$ cat config.mk
export PLATFORM = sky130hd
export DESIGN_NAME = conv_loader
export DESIGN_NICKNAME = d
export VERILOG_FILES = /design/src/rtl/conv_loader_pkg.sv /design/src/rtl/conv_loader.sv
export SDC_FILE = /design/constraint.sdc
export NUM_CORES = 1
export LEC_CHECK = 0
export CORE_MARGIN = 2
export CORE_UTILIZATION = 35
export DETAILED_ROUTE_END_ITERATION = 12
export PLACE_DENSITY = 0.57
export SYNTH_ARGS = -nofsm -noshare
export SYNTH_HDL_FRONTEND = slang
export SYNTH_SLANG_ARGS = --single-unit
$ cat constraint.sdc
create_clock -name clk -period 45.4 [get_ports clk]
set_input_delay 6.81 -clock clk [delete_from_list [all_inputs] [get_ports clk]]
set_output_delay 6.81 -clock clk [all_outputs]
set_load 0.02 [all_outputs]
$ cat src/rtl/conv_loader_pkg.sv
// ---------------------------------------------------------------------------
// conv_loader_pkg
// Shared convolution parameter header: default geometry of the convolution
// datapath (word width, column depth, input-matrix columns, kernel columns)
// and the clogb2 helper used to size counters throughout the conv blocks.
// No ports.
// ---------------------------------------------------------------------------
package conv_loader_pkg;

    localparam int CONV_BW     = 8;  // bits per data word
    localparam int CONV_ROWS   = 8;  // words per column
    localparam int CONV_COLS   = 8;  // input-matrix columns
    localparam int CONV_HEIGHT = 2;  // kernel columns

    // Number of bits needed to index 0 .. value-1 (never less than 1).
    function automatic int clogb2(input int value);
        int result;
        result = 0;
        while ((1 << result) < value) begin
            result = result + 1;
        end
        if (result == 0) begin
            result = 1;
        end
        return result;
    endfunction

endpackage

$ cat src/rtl/conv_loader.sv
// ---------------------------------------------------------------------------
// conv_loader
// Assembles one convolution frame from a word stream: first the kernel
// (rows*height words, column-major) unless a stored kernel is reused, then
// the input matrix (rows*cols words). The finished frame is presented on
// A/kern with out_valid until the consumer acknowledges it.
//
// Handshake: a word moves only on a cycle where in_valid=1 and in_ready=1.
// in_ready is a pure decode of the state register (1 in LOAD_KERN/LOAD_A), so
// it never depends on in_valid. The frame on A/kern is held while out_valid=1
// and released by out_ack=1 in PRESENT.
//
// Ports:
//   clk        in   clock, rising-edge
//   rst        in   asynchronous active-high reset
//   start      in   one-cycle request to load a frame (honoured in IDLE only)
//   keep_kern  in   sampled with start: reuse stored kernel if one is loaded
//   in_valid   in   in_data holds a word
//   in_data    in   stream word, bw bits
//   in_ready   out  loader accepts in_data this cycle
//   A          out  input matrix bus, rows*bw*cols bits
//   kern       out  kernel bus, rows*bw*height bits
//   out_valid  out  A and kern hold a complete frame
//   out_ack    in   consumer releases the presented frame (PRESENT only)
//   busy       out  state is not IDLE
// ---------------------------------------------------------------------------
module conv_loader
    import conv_loader_pkg::*;
#(
    parameter int bw     = CONV_BW,
    parameter int rows   = CONV_ROWS,
    parameter int cols   = CONV_COLS,
    parameter int height = CONV_HEIGHT
) (
    input  logic                       clk,
    input  logic                       rst,
    input  logic                       start,
    input  logic                       keep_kern,
    input  logic                       in_valid,
    input  logic [bw-1:0]              in_data,
    output logic                       in_ready,
    output logic [rows*bw*cols-1:0]    A,
    output logic [rows*bw*height-1:0]  kern,
    output logic                       out_valid,
    input  logic                       out_ack,
    output logic                       busy
);

    localparam int MAX_COLS = (cols > height) ? cols : height;
    localparam int CNT_W    = clogb2(rows * MAX_COLS);

    localparam logic [1:0] S_IDLE      = 2'd0;
    localparam logic [1:0] S_LOAD_KERN = 2'd1;
    localparam logic [1:0] S_LOAD_A    = 2'd2;
    localparam logic [1:0] S_PRESENT   = 2'd3;

    localparam logic [CNT_W-1:0] K_LAST = CNT_W'(rows * height - 1);
    localparam logic [CNT_W-1:0] A_LAST = CNT_W'(rows * cols - 1);

    logic [1:0]                r_state;
    logic [1:0]                w_state_next;
    logic [CNT_W-1:0]          r_cnt;
    logic [rows*bw*cols-1:0]   r_a;
    logic [rows*bw*height-1:0] r_kern;
    logic                      r_kern_loaded;
    logic                      w_xfer;
    logic                      w_kern_we;
    logic                      w_a_we;

    assign in_ready  = (r_state == S_LOAD_KERN) || (r_state == S_LOAD_A);
    assign out_valid = (r_state == S_PRESENT);
    assign busy      = (r_state != S_IDLE);
    assign A         = r_a;
    assign kern      = r_kern;

    assign w_xfer    = in_valid && in_ready;
    assign w_kern_we = w_xfer && (r_state == S_LOAD_KERN);
    assign w_a_we    = w_xfer && (r_state == S_LOAD_A);

    // Next-state logic. start and out_ack are only looked at in the one
    // state where they mean something, which makes them ignored elsewhere.
    always_comb begin
        w_state_next = r_state;
        case (r_state)
            S_IDLE: begin
                if (start) begin
                    // Reuse only works if a kernel actually survived since reset.
                    if (keep_kern && r_kern_loaded) begin
                        w_state_next = S_LOAD_A;
                    end else begin
                        w_state_next = S_LOAD_KERN;
                    end
                end
            end
            S_LOAD_KERN: begin
                if (w_kern_we && (r_cnt == K_LAST)) begin
                    w_state_next = S_LOAD_A;
                end
            end
            S_LOAD_A: begin
                if (w_a_we && (r_cnt == A_LAST)) begin
                    w_state_next = S_PRESENT;
                end
            end
            S_PRESENT: begin
                if (out_ack) begin
                    w_state_next = S_IDLE;
                end
            end
            default: begin
                w_state_next = S_IDLE;
            end
        endcase
    end

    always_ff @(posedge clk or posedge rst) begin
        if (rst) begin
            r_state <= S_IDLE;
        end else begin
            r_state <= w_state_next;
        end
    end

    // One word counter shared by both load phases: any state change restarts
    // it, so the last word of the kernel leaves it at zero for the A phase.
    always_ff @(posedge clk or posedge rst) begin
        if (rst) begin
            r_cnt <= '0;
        end else if (w_state_next != r_state) begin
            r_cnt <= '0;
        end else if (w_xfer) begin
            r_cnt <= r_cnt + 1'b1;
        end
    end

    always_ff @(posedge clk or posedge rst) begin
        if (rst) begin
            r_kern_loaded <= 1'b0;
        end else if (w_kern_we && (r_cnt == K_LAST)) begin
            r_kern_loaded <= 1'b1;
        end
    end

    // Word k of a phase lands in slot k of its bus (k = column*rows + row).
    always_ff @(posedge clk or posedge rst) begin
        if (rst) begin
            r_kern <= '0;
        end else begin
            for (int k = 0; k < rows * height; k++) begin
                if (w_kern_we && (r_cnt == CNT_W'(k))) begin
                    r_kern[k*bw +: bw] <= in_data;
                end
            end
        end
    end

    always_ff @(posedge clk or posedge rst) begin
        if (rst) begin
            r_a <= '0;
        end else begin
            for (int k = 0; k < rows * cols; k++) begin
                if (w_a_we && (r_cnt == CNT_W'(k))) begin
                    r_a[k*bw +: bw] <= in_data;
                end
            end
        end
    end

endmodule
==> results of run 1 <==
==> state kept, by name, summed over array words and instances (netlist names) <==
| name | cells |
|---|---|
| A | 512 |
| kern | 128 |
| r_cnt | 6 |
| r_kern_loaded | 1 |
| r_state | 2 |
==> per-stage QoR <==
step / setup WS [ps] / instance area [µm²] / instances / hold slack, ps / power, mW
2_1_floorplan: 20410 / 24800 / 1554 / 477 / 0.972
3_3_place_gp: 34820 / 32300 / 3074 / 489 / 1.23
3_5_place_dp: 34730 / 32300 / 3074 / 491 / 1.24
4_1_cts: 35390 / 34700 / 3206 / 504 / 1.85
5_1_grt: 35030 / 34700 / 3206 / 508 / 1.90
6_report: 35540 / 34700 / 3209 / 501 / 1.83
==> area by class of cell <==
type / instances / area (µm²)
fill: 6109 / 35300
sequential: 649 / 16200
multi-input combinational: 805 / 8130
timing repair buffer: 671 / 6670
clock buffer: 110 / 2160
tap: 940 / 1180
clock inverter: 22 / 308
inverter: 9 / 41.3
antenna: 3 / 7.51
==> cell usage in the layout (no fill, tap or decap), types with 14 or more instances in the layout <==
| cell type | n |
|---|---|
| clkdlybuf4s50_1 | 648 |
| nand3_1 | 14 |
| dfrtp_1 | 649 |
| clkbuf_16 | 75 |
| buf_4 | 21 |
| nand2_1 | 36 |
| clkbuf_1 | 20 |
| clkbuf_8 | 15 |
| nor2_1 | 56 |
| mux2_2 | 640 |
==> kinds of logic after synthesis <==
kind of cell | count (synthesis)
buffers and inverters | 100
flip-flops | 649
multiplexers | 641
AND/OR/NAND/NOR | 140
adder cells (fa/ha/maj) | 10
AO/OA/AOI/OAI | 9
XOR/XNOR | 5
==> power groups by stage <==
stage | logic (mW) | clock network, mW | registers (mW)
after floorplan | 0.125 | 0 | 0.847
after global placement | 0.499 | 0 | 0.731
after detailed placement | 0.501 | 0 | 0.735
after CTS | 0.503 | 0.618 | 0.726
after global routing | 0.520 | 0.643 | 0.738
final | 0.495 | 0.604 | 0.726
==> path summary, 6_finish.rpt <==
check                                startpoint                    to  slack, ps  cells after the start
min in group asynchronous                   rst    A[359]$_DFFE_PP0P_       6770                      2
max                                         rst    A[304]$_DFFE_PP0P_      35540                      5
max reg2reg                r_state[0]$_DFF_PP0_  r_cnt[2]$_DFFE_PP0P_      41860                      7
min                          A[489]$_DFFE_PP0P_    A[489]$_DFFE_PP0P_        500                      1
min reg2reg                  A[489]$_DFFE_PP0P_    A[489]$_DFFE_PP0P_        500                      1
max in group clk                       in_valid  r_cnt[2]$_DFFE_PP0P_      35880                      6
==> per-layer routing <==
metal / up-vias / share of wire / wire, µm
met5: - / 0.00016 / 13
li1: 6760 / - / -
met1: 8250 / 0.41 / 33900
met2: 392 / 0.50 / 41600
met3: 111 / 0.060 / 4930
met4: 2 / 0.028 / 2310
==> run_results.csv, run 1 <==
group,metric,value,unit
route,drt_iter0_drc,635,
route,drc,0,
sta,hold_viol,0,
synthesis,synth_compound_area_frac,0.00323,
synthesis,ys_seq_area_frac,0.656,
sta,fmax,101,MHz
setup_path,cp.buffers_inverters,5,
synthesis,synthAdderAreaFrac,0.00505,
setup_path,crit_fanout,167,
clock_tree,hold_buffers,0,
route,wl,82800,µm
global_route,first_global_vias,16600,
placed_design,portBuffers,656,
synthesis,synth.distinct_cells,35,
clock_tree,cts_buffers,74,
floorplan,rows,97,
sta,setup_viol_count_final,0,
route,ant_nets,0,
floorplan,io_pins,657,
global_route,use_met3,0.0597,
synthesis,ys_ff_latch,649,
synthesis,synth_edf_count,0,
synthesis,synth-async-reset-ratio,1.00,
synthesis,avgSynthCellArea,15.9,µm²
sta,totalNegativeSetupSlack,0,ps
setup_path,crit_chain,"clkdlybuf4s50_1 -> inv_8 -> buf_4 -> buf_12 -> buf_4",
sta,finalClockSkew,19.0,ps
clock_tree,cts_root_buf,"clkbuf_16",
cells_and_area,fin_nets,2234,
synthesis,yosysWarnings,0,
clock_tree,cts_buffer_depth,3,
placed_design,gp_congestion,0.780,
synthesis,synthSimpleGateAreaFrac,0.0267,
floorplan,start_util,0.354,
placed_design,dpl.hpwl,56500,µm
synthesis,synth_flop_cell,"dfrtp_1",
status,status,"finished clean",
setup_path,path_class,"in2async",
sta,fin_crit_sh,0.217,
clock_tree,cts_tree,"done",
synthesis,synth_most_common_cell,"dfrtp_1",
cells_and_area,utilization,0.496,
synthesis,synthCells,1554,
global_route,use_met2,0.387,
setup_path,cp-end-kind,"asynchronous set/reset pin",
clock_tree,cts-resized-gates,0,
sta,min_period,9860,ps
route,detail_route.wl_per_cell,25.8,µm
synthesis,synth_top_family_by_area,"multiplexers",
synthesis,ys_top_cells_by_count,"dfrtp_1 (649), mux2_2 (640), clkbuf_1 (77)",
setup_path,cp-start-kind,"primary input",
route,viasPerCell,4.83,
clock_tree,worstSkewPairLatency,610,ps
pwr,swShare,0.301,
setup_path,cp_slowest_cell,"buf_4",
pwr,peakVddDrop,0.0000462,V
floorplan,dieWidth,270,µm
pwr,switching_power,550,µW
global_route,antenna_found_initial,3,
floorplan,dieArea,0.0729,mm²
synthesis,synthesis.area,0.0248,mm²
setup_path,cpLargestDelayFamily,"buffers and inverters",
pwr,clkPwrFrac,0.331,
route,drt_pass1_iterations,6,
setup_path,cp.arrival,10490,ps
setup_path,slowest_delay,820,ps
global_route,grt_use_met1,0.275,
pwr,internal_power,1.28,mW
global_route,grt_use_total,0.224,
global_route,globalRoute.totalOverflow,0,
sta,rsz0062_at_grt,"no",
sta,tightestPinTransition,1130,ps
flow_run,drv_cap,0,
global_route,grt_max_degree,168,
clock_tree,clock-sinks,649,
synthesis,synth_xor_area_frac,0.00177,
sta,final_max_slew_viol_count,0,
floorplan,core_area,0.0700,mm²
floorplan,die_y,270,µm
sta,max_slew_margin,0.241,
pwr,p_per_area,52.6,mW/mm²
cells_and_area,syn_to_final_growth,40.3,%
pwr,power_frac_seq,0.398,
clock_tree,post_cts_buffers,0,
pwr,leakage,16.2,nW
global_route,grt_pass1_wl,120000,µm
min_path,min_path_type,"reg2reg",
clock_tree,htree_levels,3,
global_route,gr-max-usage-layer,"met2",
route,vias,15500,
clock_tree,clkTransAtPathRegs,60,ps
synthesis,synth_area_leaders,"dfrtp_1 (66%), mux2_2 (29%), clkbuf_1 (1.2%), nor2_1 (0.85%), nand2_1 (0.55%)",
synthesis,muxShareOfSynthArea,0.291,
synthesis,synth_largest_area_cell,"dfrtp_1",
pwr,combPwrFrac,0.271,
cells_and_area,drive_gt1_frac,0.347,
setup_path,crit_path_frequent_cell,"buf_4",
synthesis,synth_nets,1578,
synthesis,yosys.area.top_type_share,0.656,
setup_path,worst-endpoint-required,46020,ps
Power figures use the tool's default switching activity.
==> run 2, diff against run 1 <==
- clock period: 45.4 -> 10.1 ns (I/O delays scaled with it)
==> run_results.csv, run 2 (synthesis gave the netlist of run 1 again) <==
group,metric,value,unit
status,status,"finished clean",
clock_tree,clkTransAtPathRegs,50,ps
setup_path,path_class,"in2reg",
setup_path,cp-end-kind,"register",
sta,final_max_slew_viol_count,0,
global_route,globalRoute.totalOverflow,0,
sta,fmax,247,MHz
route,ant_nets,0,
route,drc,0,
placed_design,dp.cells,3075,
cells_and_area,instances_no_fill,3206,
clock_tree,post_cts_buffers,0,
cells_and_area,largest_reg_flops,512,
setup_path,cpLargestDelayFamily,"simple AND/OR/NAND/NOR gates",
sta,min_period,4040,ps
floorplan,core_area,0.0700,mm²
setup_path,cp.buffers_inverters,1,
placed_design,gp_congestion,0.787,
cells_and_area,final_cell_area,0.0346,mm²
floorplan,die_y,270,µm
placed_design,dpl_worst_slack,5330,ps
route,wl,83800,µm
cells_and_area,fin_nets,2235,
sta,setup_viol_count_final,0,
flow_run,drv_cap,0,
route,drt_pass1_iterations,4,
route,viasPerCell,4.90,
global_route,grt_max_degree,142,
setup_path,crit_chain,"clkdlybuf4s50_1 -> nand4_1 -> nor2_1 -> nor3_1 -> nor4_2 -> nor4_1",
cells_and_area,final_cell_mix,"dfrtp_1 (649), clkdlybuf4s50_1 (648), mux2_2 (640)",
clock_tree,cts_buffers,74,
clock_tree,cts-resized-gates,0,
cells_and_area,final_common_cell,"dfrtp_1",
route,detail_route.wl_per_cell,26.1,µm
sta,tightestPinTransition,1170,ps
clock_tree,cts_root_buf,"clkbuf_16",
sta,rsz0062_at_grt,"no",
route,drt_iter0_drc,766,
setup_path,slowest_delay,860,ps
clock_tree,hold_buffers,0,
cells_and_area,syn_to_final_growth,39.9,%
clock_tree,clock-sinks,649,
pwr,p_per_area,235,mW/mm²
placed_design,placed_area,0.0323,mm²
pwr,peakVddDrop,0.000183,V
global_route,grt_pass1_wl,121000,µm
pwr,leakage,16.2,nW
placed_design,dpl.hpwl,57100,µm
setup_path,cp_slowest_cell,"nor2_1",
global_route,antenna_found_initial,3,
floorplan,io_pins,657,
cells_and_area,drive_gt1_frac,0.344,
sta,setup_slack,6060,ps
floorplan,rows,97,
placed_design,portBuffers,656,
sta,max_slew_margin,0.217,
sta,finalClockSkew,17.9,ps
global_route,first_global_vias,16600,
min_path,min_path_type,"reg2reg",
floorplan,dieWidth,270,µm
route,vias,15700,
sta,fin_crit_sh,0.400,
clock_tree,htree_levels,3,
global_route,grt_use_total,0.227,
clock_tree,worstSkewPairLatency,620,ps
sta,hold_viol,0,
clock_tree,cts_tree,"done",
floorplan,dieArea,0.0729,mm²
clock_tree,cts_buffer_depth,3,
floorplan,start_util,0.354,
setup_path,cp.arrival,4500,ps
setup_path,crit_fanout,12,
setup_path,worst-endpoint-required,10550,ps
sta,totalNegativeSetupSlack,0,ps
setup_path,cp-start-kind,"primary input",
[run 2: per-stage QoR]
step | power (mW) | utilization | hold WS, ps
floorplan | 4.37 | - | 477
global placement | 5.54 | 0.461 | 488
detailed placement | 5.56 | 0.461 | 492
CTS | 8.23 | 0.495 | 504
global route | 8.47 | 0.495 | 508
finish | 8.13 | 0.495 | 502
[run 2: worst paths after layout]
kind,start,slack [ps],cells after the start,end
worst max-delay path,in_valid,6060,6,r_cnt[3]$_DFFE_PP0P_
worst min-delay path,A[157]$_DFFE_PP0P_,500,1,A[157]$_DFFE_PP0P_
worst max register to register,r_state[0]$_DFF_PP0_,6720,7,r_cnt[3]$_DFFE_PP0P_
worst min register to register,A[157]$_DFFE_PP0P_,500,1,A[157]$_DFFE_PP0P_
max in group asynchronous,rst,7100,4,A[304]$_DFFE_PP0P_
min in group asynchronous,rst,1510,3,A[477]$_DFFE_PP0P_
[run 2: area by class of cell]
cell class / instances / area [µm²]
inverter: 9 / 37.5
antenna: 1 / 2.50
sequential: 649 / 16200
clock inverter: 18 / 191
timing repair buffer: 672 / 6700
tap: 940 / 1180
fill: 6119 / 35400
multi-input combinational: 805 / 8130
clock buffer: 112 / 2170
[run 2: routing by layer]
layer	vias to the layer above	global-route usage	share of wire
met5	-	0	0
met4	0	0.0940	0.040
met3	144	0.0598	0.061
met2	457	0.389	0.50
met1	8351	0.271	0.40
li1	6762	-	-
[run 2: where the power goes]
part / internal (mW) / switching [mW] / leakage, nW
Clock: 1.54 / 1.09 / 1.14
Sequential: 3.03 / 0.233 / 8.90
Combinational: 1.07 / 1.17 / 6.11
==> run 3, diff against run 2 <==
- PLACE_DENSITY: 0.57 -> 0.59
- clock period: 10.1 -> 3.53 ns (I/O delays scaled with it)
==> run_results.csv, run 3 (synthesis gave the netlist of run 1 again) <==
group,metric,value,unit
setup_path,cp-end-kind,"primary output",
route,wl,83900,µm
cells_and_area,final_cell_area,0.0354,mm²
global_route,grt_use_total,0.229,
sta,setup_viol_count_final,0,
setup_path,cp.buffers_inverters,2,
cells_and_area,register_area,0.0162,mm²
route,drc,0,
setup_path,reg2reg_setup_slack,670,ps
setup_path,timing.rr.start,"r_state[0]$_DFF_PP0_",
placed_design,dp.cells,3145,
setup_path,cp.arrival,2490,ps
pwr,peakVddDrop,0.000467,V
sta,rsz0062_at_grt,"no",
route,vias,16000,
sta,tightestPinTransition,1000,ps
clock_tree,post_cts_buffers,0,
pwr,p_per_area,665,mW/mm²
sta,min_period,3020,ps
global_route,grt_max_degree,81,
clock_tree,cts_tree,"done",
cells_and_area,drive_gt1_frac,0.365,
min_path,hp-start,"A[191]$_DFFE_PP0P_",
clock_tree,clock-sinks,649,
setup_path,crit_chain,"inv_1 -> ha_1 -> clkdlybuf4s50_1",
sta,finalClockSkew,25.6,ps
sta,hold_viol,0,
clock_tree,cts_buffer_depth,3,
setup_path,cp_slowest_cell,"clkdlybuf4s50_1",
clock_tree,worstSkewPairLatency,610,ps
route,detail_route.wl_per_cell,25.6,µm
pwr,leakage,16.6,nW
cells_and_area,multiInputGateArea,0.00813,mm²
cells_and_area,fin_nets,2303,
setup_path,path_class,"reg2out",
setup_path,worst-endpoint-required,3000,ps
route,drt_iter0_drc,678,
min_path,min_path_type,"reg2reg",
setup_path,slowest_delay,770,ps
global_route,globalRoute.totalOverflow,0,
route,viasPerCell,4.87,
sta,fmax,331,MHz
clock_tree,cts_buffers,72,
setup_path,r2r_cells,8,
placed_design,dpl.hpwl,57700,µm
global_route,first_global_vias,17000,
sta,max_slew_margin,0.331,
min_path,whs_path_depth,1,
cells_and_area,utilization,0.506,
cells_and_area,largest_reg_flops,512,
floorplan,start_util,0.354,
cells_and_area,n_fill_cell,6000,
floorplan,dieArea,0.0729,mm²
clock_tree,cts_root_buf,"clkbuf_16",
global_route,grt_pass1_wl,123000,µm
clock_tree,clkTransAtPathRegs,60,ps
setup_path,crit_fanout,8,
min_path,whs_endpoint,"A[191]$_DFFE_PP0P_",
cells_and_area,instances_no_fill,3278,
global_route,antenna_found_initial,3,
sta,fin_crit_sh,0.855,
cells_and_area,syn_to_final_growth,43.0,%
setup_path,cpLargestDelayFamily,"buffers and inverters",
floorplan,io_pins,657,
floorplan,dieWidth,270,µm
floorplan,die_y,270,µm
floorplan,rows,97,
clock_tree,htree_levels,3,
cells_and_area,final_cell_mix,"dfrtp_1 (649), clkdlybuf4s50_1 (648), mux2_2 (640)",
route,ant_nets,0,
route,drt_pass1_iterations,4,
placed_design,gp_congestion,0.765,
setup_path,cp-start-kind,"register",
placed_design,placed_area,0.0330,mm²
status,status,"finished clean",
setup_path,rr_endpoint,"r_cnt[4]$_DFFE_PP0P_",
sta,final_max_slew_viol_count,0,
cells_and_area,final_common_cell,"dfrtp_1",
floorplan,core_area,0.0700,mm²
clock_tree,hold_buffers,0,
flow_run,drv_cap,0,
placed_design,portBuffers,656,
clock_tree,cts-resized-gates,0,
## run 3: cell count changes in the layout (fill, tap and decap cells not counted)
| cell | previous run | this run |
|---|---|---|
| buf_12 | 3 | 15 |
| clkinv_8 | 2 | 1 |
| clkbuf_16 | 77 | 74 |
| inv_16 | 1 | 2 |
| buf_2 | 2 | 4 |
| buf_4 | 19 | 75 |
| clkbuf_1 | 24 | 22 |
| clkinvlp_4 | 5 | 1 |
| clkinv_4 | 0 | 1 |
| bufinv_16 | 2 | 6 |
| clkinv_2 | 8 | 9 |
| inv_6 | 1 | 2 |
| clkbuf_8 | 11 | 15 |
## run 3: worst reg2reg max path, cell delays in order, from the launching register on
cell and delay, ps:
dfrtp_1 510, inv_1 150, ha_1 470, nand4bb_4 180, or3_1 330, buf_4 210, a2111oi_4 430, nor4_2 150
nor4_1 320
## run 3: cell type report
cell class              count  share of cell area
repair buffers            742               0.208
inverters                   9             0.00106
multi-input cells         805               0.230
diodes                      1           0.0000707
flip-flops and latches    649               0.459
well taps                 940              0.0332
clock inverters            21             0.00869
clock buffers             111              0.0605
## run 3: layer usage
layer,global-route usage,vias up,part of all wire
met3,0.0687,150,0.072
met5,0,-,0.00029
met2,0.385,491,0.49
met4,0.0980,4,0.042
li1,-,6906,-
met1,0.271,8406,0.39
## run 3: worst max path at each step
| stage | from | endpoint | slack [ps] | cells after the start |
|---|---|---|---|---|
| floorplan | rst | A[0]$_DFFE_PP0P_ | -5870 | 1 |
| global placement | in_valid | A[127]$_DFFE_PP0P_ | 580 | 7 |
| detailed placement | in_valid | r_cnt[4]$_DFFE_PP0P_ | 630 | 7 |
| CTS | r_state[0]$_DFF_PP0_ | in_ready | 480 | 3 |
| global route | r_state[0]$_DFF_PP0_ | in_ready | 380 | 3 |
| finish | r_state[0]$_DFF_PP0_ | in_ready | 510 | 3 |
## run 3: power by group
group	internal, mW	leakage, nW	switching (mW)
logic	3.09	6.53	3.34
registers	8.67	8.90	0.688
clock network	4.65	1.21	3.10
total	16.4	16.6	7.13
## run 3: stage by stage
stage | worst slack, ps | hold WS, ps | power, mW | TNS, ps
floorplan | -5870 | 477 | 12.5 | -3808410
global placement | 584 | 488 | 15.9 | 0
detailed placement | 627 | 491 | 16.0 | 0
CTS | 483 | 505 | 23.8 | 0
global route | 384 | 511 | 24.6 | 0
finish | 512 | 503 | 23.5 | 0
